<file path="config.mk">
export PLATFORM = sky130hd
export DESIGN_NAME = line_score_tracker
export DESIGN_NICKNAME = d
export VERILOG_FILES = /design/src/rtl/line_score_tracker.sv
export SDC_FILE = /design/constraint.sdc
export NUM_CORES = 1
export LEC_CHECK = 0
export ABC_CLOCK_PERIOD_IN_PS = 9500
export CAP_MARGIN = 0
export CORE_MARGIN = 2
export CORE_UTILIZATION = 29
export CTS_BUF_LIST = sky130_fd_sc_hd__clkbuf_4 sky130_fd_sc_hd__clkbuf_8
export CTS_CLUSTER_DIAMETER = 200
export CTS_CLUSTER_SIZE = 28
export DETAILED_ROUTE_END_ITERATION = 10
export PLACE_DENSITY = 0.48
export SYNTH_ARGS = -nofsm -noshare
export SYNTH_HDL_FRONTEND = slang
export SYNTH_SLANG_ARGS = --single-unit
</file>
<file path="constraint.sdc">
create_clock -name clk -period 9.5 [get_ports clk]
set_input_delay 1.425 -clock clk [delete_from_list [all_inputs] [get_ports clk]]
set_output_delay 1.425 -clock clk [all_outputs]
set_load 0.01 [all_outputs]
</file>
<file path="src/rtl/line_score_tracker.sv">
// Line/level/score tracker for the falling-block game: NES-style BCD scoring (one add per cycle),
// cleared-line total and level. Define SCORE_SAT_EN to clamp the score at 999999 instead of wrapping.
module line_score_tracker #(
    parameter logic [3:0] LINES_PER_LEVEL = 4'd10,
    parameter logic [3:0] MAX_LEVEL       = 4'd15,
    parameter logic [9:0] MAX_LINES       = 10'd999
) (
    input  logic        clk,
    input  logic        rst,
    input  logic        clear_valid,
    input  logic [2:0]  clear_count,
    output logic        clear_ready,
    input  logic        drop_point,
    output logic [3:0]  level,
    output logic [9:0]  lines,
    output logic [23:0] score,
    output logic        level_up,
    output logic        busy
);

    localparam logic [1:0] IDLE   = 2'd0;
    localparam logic [1:0] ADD    = 2'd1;
    localparam logic [1:0] UPDATE = 2'd2;

    logic [1:0]  state_reg;
    logic [15:0] base_reg;
    logic [2:0]  nclr_reg;
    logic [4:0]  reps_reg;
    logic        pending_drop_reg;
    logic [3:0]  line_sub_reg;
    logic [3:0]  level_reg;
    logic [9:0]  lines_reg;
    logic [23:0] score_reg;
    logic        level_up_reg;

    logic        count_ok;
    logic        take;
    logic [15:0] base_lut;
    logic [23:0] addend;
    logic [23:0] sum_digits;
    logic [6:0]  carry;
    logic [23:0] score_next;
    logic [9:0]  lines_sum;
    logic [9:0]  lines_next;
    logic [3:0]  sub_sum;

    assign count_ok = (clear_count != 3'd0) && (clear_count <= 3'd4);
    assign take     = clear_valid && (state_reg == IDLE) && count_ok;

    always_comb begin
        base_lut = 16'h0000;
        case (clear_count)
            3'd1:    base_lut = 16'h0040;
            3'd2:    base_lut = 16'h0100;
            3'd3:    base_lut = 16'h0300;
            3'd4:    base_lut = 16'h1200;
            default: base_lut = 16'h0000;
        endcase
    end

    // The single BCD adder serves both the multiplied clear points (ADD) and soft-drop +1 (IDLE).
    assign addend   = (state_reg == ADD) ? {8'h00, base_reg} : 24'h000001;
    assign carry[0] = 1'b0;

    generate
        for (genvar gi = 0; gi < 6; gi++) begin : g_digit
            logic [4:0] raw;
            logic [4:0] adj;
            assign raw = {1'b0, score_reg[4*gi +: 4]} + {1'b0, addend[4*gi +: 4]} + {4'b0000, carry[gi]};
            assign adj = raw + 5'd6;
            assign carry[gi+1] = (raw > 5'd9);
            assign sum_digits[4*gi +: 4] = carry[gi+1] ? adj[3:0] : raw[3:0];
        end
    endgenerate

`ifdef SCORE_SAT_EN
    assign score_next = carry[6] ? 24'h999999 : sum_digits;
`else
    assign score_next = sum_digits;
`endif

    assign lines_sum  = lines_reg + {7'b0000000, nclr_reg};
    assign lines_next = (lines_sum > MAX_LINES) ? MAX_LINES : lines_sum;
    assign sub_sum    = line_sub_reg + {1'b0, nclr_reg};

    always_ff @(posedge clk or posedge rst) begin
        if (rst) begin
            state_reg        <= IDLE;
            base_reg         <= 16'h0000;
            nclr_reg         <= 3'd0;
            reps_reg         <= 5'd0;
            pending_drop_reg <= 1'b0;
            line_sub_reg     <= 4'd0;
            level_reg        <= 4'd0;
            lines_reg        <= 10'd0;
            score_reg        <= 24'h000000;
            level_up_reg     <= 1'b0;
        end else begin
            level_up_reg <= 1'b0;
            // A drop that cannot be scored right now is remembered once; extra pulses are lost.
            if (drop_point && ((state_reg != IDLE) || take))
                pending_drop_reg <= 1'b1;
            case (state_reg)
                IDLE: begin
                    if (take) begin
                        base_reg  <= base_lut;
                        nclr_reg  <= clear_count;
                        reps_reg  <= {1'b0, level_reg} + 5'd1;
                        state_reg <= ADD;
                    end else if (drop_point || pending_drop_reg) begin
                        score_reg        <= score_next;
                        pending_drop_reg <= 1'b0;
                    end
                end
                ADD: begin
                    score_reg <= score_next;
                    reps_reg  <= reps_reg - 5'd1;
                    if (reps_reg == 5'd1)
                        state_reg <= UPDATE;
                end
                UPDATE: begin
                    lines_reg <= lines_next;
                    if (sub_sum >= LINES_PER_LEVEL) begin
                        line_sub_reg <= sub_sum - LINES_PER_LEVEL;
                        if (level_reg < MAX_LEVEL) begin
                            level_reg    <= level_reg + 4'd1;
                            level_up_reg <= 1'b1;
                        end
                    end else begin
                        line_sub_reg <= sub_sum;
                    end
                    state_reg <= IDLE;
                end
                default: state_reg <= IDLE;
            endcase
        end
    end

    assign clear_ready = (state_reg == IDLE);
    assign busy        = ~clear_ready;
    assign level       = level_reg;
    assign lines       = lines_reg;
    assign score       = score_reg;
    assign level_up    = level_up_reg;

endmodule
</file>
==> results of run 1 <==
==> metrics by stage <==
| step | area [sq um] | TNS (ps) | std cells | utilization [%] |
|---|---|---|---|---|
| 3_3_place_gp | 4820 | 0 | 687 | 34.8 |
| 5_1_grt | 5290 | -19.3 | 708 | 38.2 |
| 6_report | 5290 | 0 | 708 | 38.2 |
| 3_5_place_dp | 4820 | -1380 | 687 | 34.8 |
| 4_1_cts | 5090 | 0 | 704 | 36.8 |
| 2_1_floorplan | 4080 | 0 | 463 | - |
==> repair_timing <==
action / CTS / global route
buffers inserted: 1 / 4
pin swaps: 2 / 8
endpoints found under the hold margin: 0 / 0
gates resized for setup: 16 / 29
hold buffers: 0 / 0
setup endpoints to repair: 3 / 3
==> placed cells by master (no fill, tap or decap), drive strengths merged, types with 9 or more instances in the layout <==
cell / netlist / routed
dfrtp: 58 / 58
buf: 6 / 21
a21o: 9 / 9
inv: 29 / 29
mux2: 9 / 9
ha: 33 / 33
a21oi: 32 / 32
clkbuf: 13 / 9
nand3: 13 / 13
a31oi: 9 / 9
o21ai: 47 / 47
nand2: 62 / 62
clkdlybuf4s50: 0 / 47
nor2: 29 / 29
xnor2: 22 / 22
==> layer usage <==
layer	wire, um	GRT usage, %
met3	405	3.21
met2	4180	20.1
met5	0	0
met1	4710	18.5
met4	257	6.54
==> final timing paths <==
check / startpoint / endpoint
max in group asynchronous: rst / score[0]
min reg2reg: base_reg[9] / base_reg[9]
min in group asynchronous: rst / score[23]
max: state_reg[1] / score[22]
min: base_reg[9] / base_reg[9]
max reg2reg: state_reg[1] / score[22]
==> kinds of logic (layout without fill, tap and decap cells) <==
| logic type | count (synthesis) | in the layout | share of synthesized area [%] |
|---|---|---|---|
| AND/OR/NAND/NOR | 145 | 145 | 16.7 |
| XOR/XNOR | 28 | 28 | 6.20 |
| buffers and inverters | 48 | 113 | 4.57 |
| multiplexers | 10 | 10 | 2.82 |
| AO/OA/AOI/OAI | 136 | 136 | 21.5 |
| adder cells (fa/ha/maj) | 38 | 38 | 12.6 |
| flip-flops | 58 | 58 | 35.6 |
==> worst min-delay path, stage by stage, from the launching register on <==
cell and delay, ps:
sky130_fd_sc_hd__dfrtp_1 340, sky130_fd_sc_hd__nand2_1 50, sky130_fd_sc_hd__o21ai_0 60
==> cell type report <==
| cell class | instances | area (sq um) |
|---|---|---|
| Clock inverter | 7 | 93.8 |
| Sequential cell | 58 | 1450 |
| Multi-Input combinational cell | 357 | 2660 |
| Fill cell | 1367 | 8540 |
| Inverter | 29 | 109 |
| Tap cell | 180 | 225 |
| Timing Repair Buffer | 68 | 628 |
| Clock buffer | 9 | 124 |
==> power groups by stage <==
stage,clock [mW],sequential (mW),combinational (mW)
2_1_floorplan,0,0.414,0.615
3_3_place_gp,0,0.432,0.864
5_1_grt,0.279,0.456,1.11
6_report,0.256,0.440,0.981
4_1_cts,0.269,0.432,0.901
3_5_place_dp,0,0.434,0.874
==> metrics.txt, run 1 <==
outcome=finished clean; TritonCTS Sinks=58; DRT Pass-1 Iters=4; predominant post-synthesis flop cell=sky130_fd_sc_hd__dfrtp_1; number of design rule violations left after detail routing=0; worst slew margin relative to its limit=between 40 and 50%; total number of yosys warnings=0; hpwl dp=6650 um; synthesized area per cell=8.80 sq um; Largest stage delay, worst path=approximately 470 ps; cell types with the highest counts after synthesis=61 x sky130_fd_sc_hd__nand2_1, 58 x sky130_fd_sc_hd__dfrtp_1, 40 x sky130_fd_sc_hd__o21ai_0; number of enable flip-flop cells after synthesis=0; Yosys reg bits=58; asr flop ratio synth=100%; WL per Instance=about 13 um; pin count of the biggest net entering global routing=59; Worst path top cell family by delay=adder cells; height of the die=123 um; Top cell by count, worst path=sky130_fd_sc_hd__inv_1; Max Fclk=about 0.11 GHz; transition time of the tightest slew-check pin=between 700 and 800 ps; Post-DRT Antenna Nets=0; Chip Width=123 um; Clock Pin Slew Worst Setup and Hold Paths=70 ps; number of max-capacitance violations reported=0; reg2reg setup slack=560 ps; mapped cell area=4080 sq um; top fanout value on the critical path=5; distinct cell type count after synthesis=63; arrival time at the worst endpoint=9170 ps; Hold/Removal Path Class=register to register; final weighted congestion in routability-driven placement=0.884; Total Nets Final=568; setup clock skew after layout=roughly 8.2 ps; clock tree from TritonCTS=built; Pwr Density=around 320 nW/um^2; Setup CP Type=register to register; buffer depth of the longest clock path=2; clock group share of total power=between 15 and 20%; crit start category=register; nets in the synthesized netlist=just over 500; sequential fraction of design power=between 20% and 30%; number of DRC violations after detailed-routing iteration 0=about 220; final setup fails=0; antenna violations before repair=0; proportion of layout cells with a drive suffix above 1=between 15 and 20%; type of element capturing the critical path=register; area inside the core boundary=13,800 sq um; slowest stage cell, crit path=sky130_fd_sc_hd__fa_2; Comb power frac=58.5%; Ports=between 40 and 50; LEAKAGE=2.28 nW; Die Footprint=15,000 sq um; internal portion of total power=0.955 mW; endpoint required time on the critical path=9720 ps; wire length of the first global-routing pass=16,000 um; max FFs per register=24; total number of H-tree levels=3; synthesized instance count=463; Bufs and invs on worst path=8; total routed wirelength=9550 um; total power=1.68 mW; top-area cell type share of the netlist area=35.6%; synth top area cells=sky130_fd_sc_hd__dfrtp_1 36%, sky130_fd_sc_hd__ha_1 10%, sky130_fd_sc_hd__nand2_1 5.6%; PortBufs=between 40 and 50; switching part of the total=roughly 43%; n_diodes=0; Max Transition Viols Final=0; reg2reg path depth=54; synth-to-layout area growth=29.7%; number of hold violations in the final report=0; root buffer cell=sky130_fd_sc_hd__clkbuf_8; initial standard-cell utilization of the core=29.5%; Remaining Overflow, GRT=0; latest clock arrival within the worst-skew pair=360 ps; post-layout minimum cycle time=around 8900 ps; hold-critical path depth=2; portion of the clock cycle consumed by the worst path in the final layout=94.1%; number of global-route vias before repair=3,370; Site Rows=43; sequential cell area fraction in the yosys report=between 30% and 40%; vias after detailed routing=roughly 3,500; cell taking the most area after synthesis=sky130_fd_sc_hd__dfrtp_1; worst vdd rail ir drop=approximately 90 uV; most used standard cell by instance count after synthesis=sky130_fd_sc_hd__nand2_1; clock buffers created by TritonCTS=9; worst slack after detailed placement=-522 ps; Min Hold Slack=477 ps; worst setup slack after layout=557 ps; GRT Total Usage=13.6%; Psw=0.722 mW; routed vias/inst=around 5; Levels on crit path=54
Power figures use the tool's default switching activity.
==> run 2, diff against run 1 <==
--- a/config.mk
+++ b/config.mk
@@ -5,15 +5,17 @@
 export SDC_FILE = /design/constraint.sdc
 export NUM_CORES = 1
 export LEC_CHECK = 0
-export ABC_CLOCK_PERIOD_IN_PS = 9500
+export ABC_CLOCK_PERIOD_IN_PS = 11400
 export CAP_MARGIN = 0
+export CELL_PAD_IN_SITES_DETAIL_PLACEMENT = 1
+export CELL_PAD_IN_SITES_GLOBAL_PLACEMENT = 2
 export CORE_MARGIN = 2
 export CORE_UTILIZATION = 29
 export CTS_BUF_LIST = sky130_fd_sc_hd__clkbuf_4 sky130_fd_sc_hd__clkbuf_8
 export CTS_CLUSTER_DIAMETER = 200
 export CTS_CLUSTER_SIZE = 28
 export DETAILED_ROUTE_END_ITERATION = 10
-export PLACE_DENSITY = 0.48
+export PLACE_DENSITY = 0.68
 export SYNTH_ARGS = -nofsm -noshare
 export SYNTH_HDL_FRONTEND = slang
 export SYNTH_SLANG_ARGS = --single-unit
==> constraint.sdc (replaced) <==
create_clock -name clk -period 11.4 [get_ports clk]
set_input_delay 3.42 -clock clk [delete_from_list [all_inputs] [get_ports clk]]
set_output_delay 3.42 -clock clk [all_outputs]
set_load 0.01 [all_outputs]
==> run 2 against run 1 <==
- non-clock buffer count is 18 lower
- worst hold slack worse by 0.94 ps
- sequential power fell by 18%
- flip-flop and latch count is the same
- clock power decreased by 32%
- global-route usage up 1.2 points
- utilization is 2.6 points lower
- via count decreased by 1.2%
==> metrics.txt, run 2 (synthesis results as in run 1) <==
crit start category=register; worst slew margin relative to its limit=46.2% (-1.1 points); Top cell by count, worst path=sky130_fd_sc_hd__ha_1; number of DRC violations after detailed-routing iteration 0=91 (-59%); Bufs and invs on worst path=8 (unchanged); total number of H-tree levels=3 (unchanged); number of instances resized during post-cts repair=0 (-16); buffer depth of the longest clock path=2 (unchanged); commonest cells after routing, fill and taps aside=61 x sky130_fd_sc_hd__nand2_1, 58 x sky130_fd_sc_hd__dfrtp_1, 47 x sky130_fd_sc_hd__clkdlybuf4s50_1; Total Nets Final=550 (-3.2%); root buffer cell=sky130_fd_sc_hd__clkbuf_8; wire length of the first global-routing pass=17,300 um (+8.0%); met3 Use GR=2.60% (-0.60 points); setup repair after global routing missed its margin=no; LEAKAGE=2.15 nW (-5.6%); number of design rule violations left after detail routing=0 (unchanged); Levels on crit path=53 (-1.9%); post-layout minimum cycle time=10,230 ps (+1290 ps); area inside the core boundary=13,800 sq um (unchanged); Max Transition Viols Final=0 (unchanged); proportion of layout cells with a drive suffix above 1=10.2% (-8.0 points); Top Usage Layer GRT=met2; Worst path top cell family by delay=adder cells; number of global-route vias before repair=3,649 (+8.3%); type of element capturing the critical path=register; post-cts hold buffer count=0 (unchanged); M1 GR Usage=19.2% (+0.69 points); max FFs per register=24 (unchanged); # Post-CTS Setup Buffers=0 (-1); Chip Width=123 um (unchanged); final weighted congestion in routability-driven placement=0.787 (-11%); antenna violations before repair=0 (unchanged); TritonCTS Sinks=58 (unchanged); portion of the clock cycle consumed by the worst path in the final layout=89.7% (-4.4 points); synth-to-layout area growth=21.0%; reg2reg path depth=53 (-1.9%); total routed wirelength=10,100 um (+5.8%); slowest stage cell, crit path=sky130_fd_sc_hd__fa_2; routed vias/inst=5.05 (+1.3%); latest clock arrival within the worst-skew pair=350 ps (about the same); most common library cell in the layout ignoring fill and taps=sky130_fd_sc_hd__nand2_1; Largest stage delay, worst path=460 ps (about the same); Pwr Density=258 nW/um^2 (-19%); initial standard-cell utilization of the core=29.5% (unchanged); Post-DRT Antenna Nets=0 (unchanged); n_diodes=0 (unchanged); pin count of the biggest net entering global routing=59 (unchanged); Sum Neg Setup Slack=0 ps (unchanged); Clock Pin Slew Worst Setup and Hold Paths=70 ps (about the same); number of hold violations in the final report=0 (unchanged); Hold/Removal Path Class=register to register; hpwl dp=7230 um (+8.8%); Site Rows=43 (unchanged); Die Footprint=15,000 sq um (unchanged); arrival time at the worst endpoint=10,440 ps (+1270 ps); GR Layer Usage met2=23.6% (+3.5 points); final setup fails=0 (unchanged); worst setup slack after layout=1170 ps (+612 ps); WL per Instance=14.6 um (+8.6%); height of the die=123 um (unchanged); Setup CP Type=register to register; number of max-capacitance violations reported=0 (unchanged); area of all placed cells without fillers=4930 sq um (-6.7%); vias after detailed routing=3,483 (-1.2%); endpoint required time on the critical path=11,610 ps (+1890 ps); Max Fclk=0.0977 GHz (-13%); Ports=48 (unchanged); top fanout value on the critical path=10 (+5); GRT Total Usage=14.7% (+1.2 points); worst slack after detailed placement=521 ps (+1040 ps); total placed instance area=4720 sq um (-2.0%); DRT Pass-1 Iters=4 (unchanged); transition time of the tightest slew-check pin=807 ps (+15.9 ps); hold-critical path depth=2 (unchanged); setup clock skew after layout=6.63 ps (-1.59 ps); outcome=finished clean; worst vdd rail ir drop=80.8 uV (-13%); PortBufs=47 (unchanged); clock tree from TritonCTS=built; clock buffers created by TritonCTS=9 (unchanged); Remaining Overflow, GRT=0 (unchanged)
[run 2: cell count changes in the layout (fill, tap and decap cells not counted), moves of 4 or more]
| cell | before | now |
|---|---|---|
| sky130_fd_sc_hd__ha_4 | 6 | 1 |
| sky130_fd_sc_hd__ha_2 | 7 | 2 |
| sky130_fd_sc_hd__ha_1 | 20 | 30 |
| sky130_fd_sc_hd__o21ai_2 | 6 | 2 |
| sky130_fd_sc_hd__buf_4 | 21 | 3 |
[run 2: stage by stage]
stage | total power [mW] | std cells | hold WS (ps) | utilization (%)
global placement | 1.06 | 674 | 457 | 34.1
CTS | 1.28 | 690 | 486 | 35.4
finish | 1.27 | 690 | 476 | 35.7
floorplan | 0.857 | 463 | 442 | -
detailed placement | 1.09 | 674 | 470 | 34.1
global route | 1.41 | 690 | 505 | 35.7
[run 2: worst paths after layout]
path	startpoint	endpoint	slack (ps)
worst max-delay path	state_reg[0]	score[21]	1170
worst min-delay path	base_reg[9]	base_reg[9]	480
worst max register to register	state_reg[0]	score[21]	1170
worst min register to register	base_reg[9]	base_reg[9]	480
max in group asynchronous	rst	state_reg[1]	7250
min in group asynchronous	rst	score[8]	3620
[run 2: cell type report]
class | count | area (sq um)
fill | 1606 | 8890
multi-input combinational | 357 | 2480
sequential | 58 | 1450
timing repair buffer | 50 | 493
tap | 180 | 225
clock buffer | 11 | 145
inverter | 29 | 109
clock inverter | 5 | 30.0
[run 2: metal layers]
layer | wire [um] | share of wire, % | up-vias
met1 | 4930 | 49 | 1705
met3 | 290 | 2.9 | 17
li1 | - | - | 1712
met5 | 0 | 0 | -
met4 | 221 | 2.2 | 0
met2 | 4660 | 46 | 49
[run 2: worst register-to-register path: cells and delay by family (launching register included)]
kind / cells / cell delay, ps
simple gates: 9 / 1250
xor+xnor: 5 / 920
buf+inv: 8 / 590
fa+ha+maj: 18 / 4540
compound gates: 13 / 2350
flops: 1 / 410
[run 2: power breakdown]
group / switching, mW / internal [mW] / total, mW / leakage (nW)
sequential: 0.0868 / 0.274 / 0.361 / 0.748
combinational: 0.402 / 0.332 / 0.734 / 1.31
clock: 0.0896 / 0.0859 / 0.175 / 0.0885
==> run 3, diff against run 2 <==
--- a/config.mk
+++ b/config.mk
@@ -9,13 +9,12 @@
 export CAP_MARGIN = 0
 export CELL_PAD_IN_SITES_DETAIL_PLACEMENT = 1
 export CELL_PAD_IN_SITES_GLOBAL_PLACEMENT = 2
-export CORE_MARGIN = 2
-export CORE_UTILIZATION = 29
+export CORE_UTILIZATION = 35
 export CTS_BUF_LIST = sky130_fd_sc_hd__clkbuf_4 sky130_fd_sc_hd__clkbuf_8
 export CTS_CLUSTER_DIAMETER = 200
 export CTS_CLUSTER_SIZE = 28
 export DETAILED_ROUTE_END_ITERATION = 10
-export PLACE_DENSITY = 0.68
+export PLACE_DENSITY = 0.8
 export SYNTH_ARGS = -nofsm -noshare
 export SYNTH_HDL_FRONTEND = slang
 export SYNTH_SLANG_ARGS = --single-unit
==> run 3 against run 2 <==
- worst hold slack worse by 2.4 ps
- non-clock buffer count stayed put
- critical path depth is 1 higher
- global-route usage is 3.1 points higher
- first-iteration DRC count is 16% higher
- via count is 0.29% lower
- sequential share of layout area is 0.21 points higher
- total power is 1.4% higher
- final cell count is 5.7% lower
- wire length is 3.7% lower
- worst setup slack worse by 170 ps
- largest power group unchanged
==> metrics.txt, run 3 (synthesis results as in run 1) <==
outcome=finished clean; Remaining Overflow, GRT=0 (unchanged); PortBufs=47 (unchanged); endpoint required time on the critical path=11,620 ps (about the same); Ports=48 (unchanged); most common library cell in the layout ignoring fill and taps=sky130_fd_sc_hd__nand2_1; total routed wirelength=9740 um (-3.7%); number of hold violations in the final report=0 (unchanged); final setup fails=0 (unchanged); worst slew margin relative to its limit=47.9% (+1.7 points); initial standard-cell utilization of the core=35.9% (+6.4 points); GRT Total Usage=17.8% (+3.1 points); Chip Width=110 um (-10%); n_diodes=0 (unchanged); top fanout value on the critical path=11 (+1); post-route insts no fill=651 (-5.7%); vias after detailed routing=3,473 (-0.29%); hpwl dp=7030 um (-2.8%); # Post-CTS Setup Buffers=0 (unchanged); reg2reg path depth=54 (+1.9%); Pwr Density=263 nW/um^2 (+2.2%); number of global-route vias before repair=3,571 (-2.1%); routed vias/inst=5.33 (+5.7%); number of DRC violations after detailed-routing iteration 0=106 (+16%); Die Footprint=12,100 sq um (-20%); Max Fclk=0.0961 GHz (-1.7%); number of max-capacitance violations reported=0 (unchanged); clock buffers created by TritonCTS=9 (unchanged); reg2reg setup slack=1000 ps (-170 ps); root buffer cell=sky130_fd_sc_hd__clkbuf_8; clock tree from TritonCTS=built; Fill cells=1,368 (-15%); buffer depth of the longest clock path=2 (unchanged); wire length of the first global-routing pass=16,700 um (-3.9%); cell total after placement=637 (-5.5%); Max Transition Viols Final=0 (unchanged); portion of the clock cycle consumed by the worst path in the final layout=91.3% (+1.5 points); crit start category=register; multi-input combinational cell area=2470 sq um (-0.20%); arrival time at the worst endpoint=10,630 ps (+190 ps); total number of H-tree levels=3 (unchanged); worst vdd rail ir drop=110 uV (+37%); max FFs per register=24 (unchanged); synth-to-layout area growth=20.2%; Site Rows=39 (-9.3%); commonest cells after routing, fill and taps aside=61 x sky130_fd_sc_hd__nand2_1, 58 x sky130_fd_sc_hd__dfrtp_1, 47 x sky130_fd_sc_hd__clkdlybuf4s50_1; Largest stage delay, worst path=460 ps (about the same); area inside the core boundary=11,400 sq um (-18%); Register Area=1450 sq um (unchanged); pin count of the biggest net entering global routing=59 (unchanged); latest clock arrival within the worst-skew pair=350 ps (about the same); antenna violations before repair=0 (unchanged); final weighted congestion in routability-driven placement=0.849 (+7.9%); transition time of the tightest slew-check pin=782 ps (-25.3 ps); total power=1.29 mW (+1.4%); DRT Pass-1 Iters=4 (unchanged); post-layout minimum cycle time=10,400 ps (+172 ps); slowest stage cell, crit path=sky130_fd_sc_hd__fa_2; Setup CP Type=register to register; Post-Route Utilization=43.1% (+7.4 points); height of the die=110 um (-10%); WL per Instance=15.0 um (+2.1%); LEAKAGE=2.16 nW (+0.35%); worst slack after detailed placement=388 ps (-133 ps); number of design rule violations left after detail routing=0 (unchanged); Post-DRT Antenna Nets=0 (unchanged); Total Nets Final=550 (unchanged); TritonCTS Sinks=58 (unchanged); setup clock skew after layout=7.33 ps (+0.699 ps); Top cell by count, worst path=sky130_fd_sc_hd__ha_1; number of instances resized during post-cts repair=0 (unchanged); Hold/Removal Path Class=register to register; worst setup slack after layout=997 ps (-172 ps); Clock Pin Slew Worst Setup and Hold Paths=70 ps (about the same); hold-critical path depth=2 (unchanged); Min Hold Slack=474 ps (-2.42 ps); proportion of layout cells with a drive suffix above 1=9.84% (-0.35 points); type of element capturing the critical path=register; post-cts hold buffer count=0 (unchanged)
[run 3: final timing paths]
path	start	end
hold reg to reg	base_reg[9]	base_reg[9]
setup reg to reg	state_reg[0]	score[22]
max in group asynchronous	rst	score[3]
setup / recovery	state_reg[0]	score[22]
min in group asynchronous	rst	score[23]
hold / removal	base_reg[9]	base_reg[9]
[run 3: final cells by class]
cell class	count	share of cell area, %
multi-input combinational	357	50.5
sequential	58	29.6
timing repair buffer	50	10.1
tap	143	3.65
clock buffer	11	3.09
inverter	29	2.22
clock inverter	3	0.817
[run 3: routing by layer]
layer | global-route usage (%) | up-vias | wire length (um)
met1 | 22.6 | 1697 | 4640
met2 | 29.6 | 47 | 4620
met4 | 7.62 | 0 | 183
met3 | 2.90 | 14 | 288
li1 | - | 1715 | -
met5 | 0 | - | 0
[run 3: critical path, delay by kind of cell, from the launching register on]
kind	cells	cell delay, ps
xor+xnor	4	840
buf+inv	9	800
flops	1	410
fa+ha+maj	18	4600
compound gates	14	2470
simple gates	9	1180
[run 3: metrics by stage]
step                cell area [sq um]  TNS (ps)
floorplan                        4080         0
detailed placement               4670         0
CTS                              4870         0
global placement                 4670         0
global route                     4900     -9.44
finish                           4900         0
[run 3: power breakdown]
group | total (mW) | switching [mW] | internal [mW] | leakage, nW
registers | 0.359 | 0.0848 | 0.274 | 0.748
clock network | 0.196 | 0.0859 | 0.110 | 0.101
logic | 0.734 | 0.404 | 0.330 | 1.31
total | 1.29 | 0.575 | 0.714 | 2.16
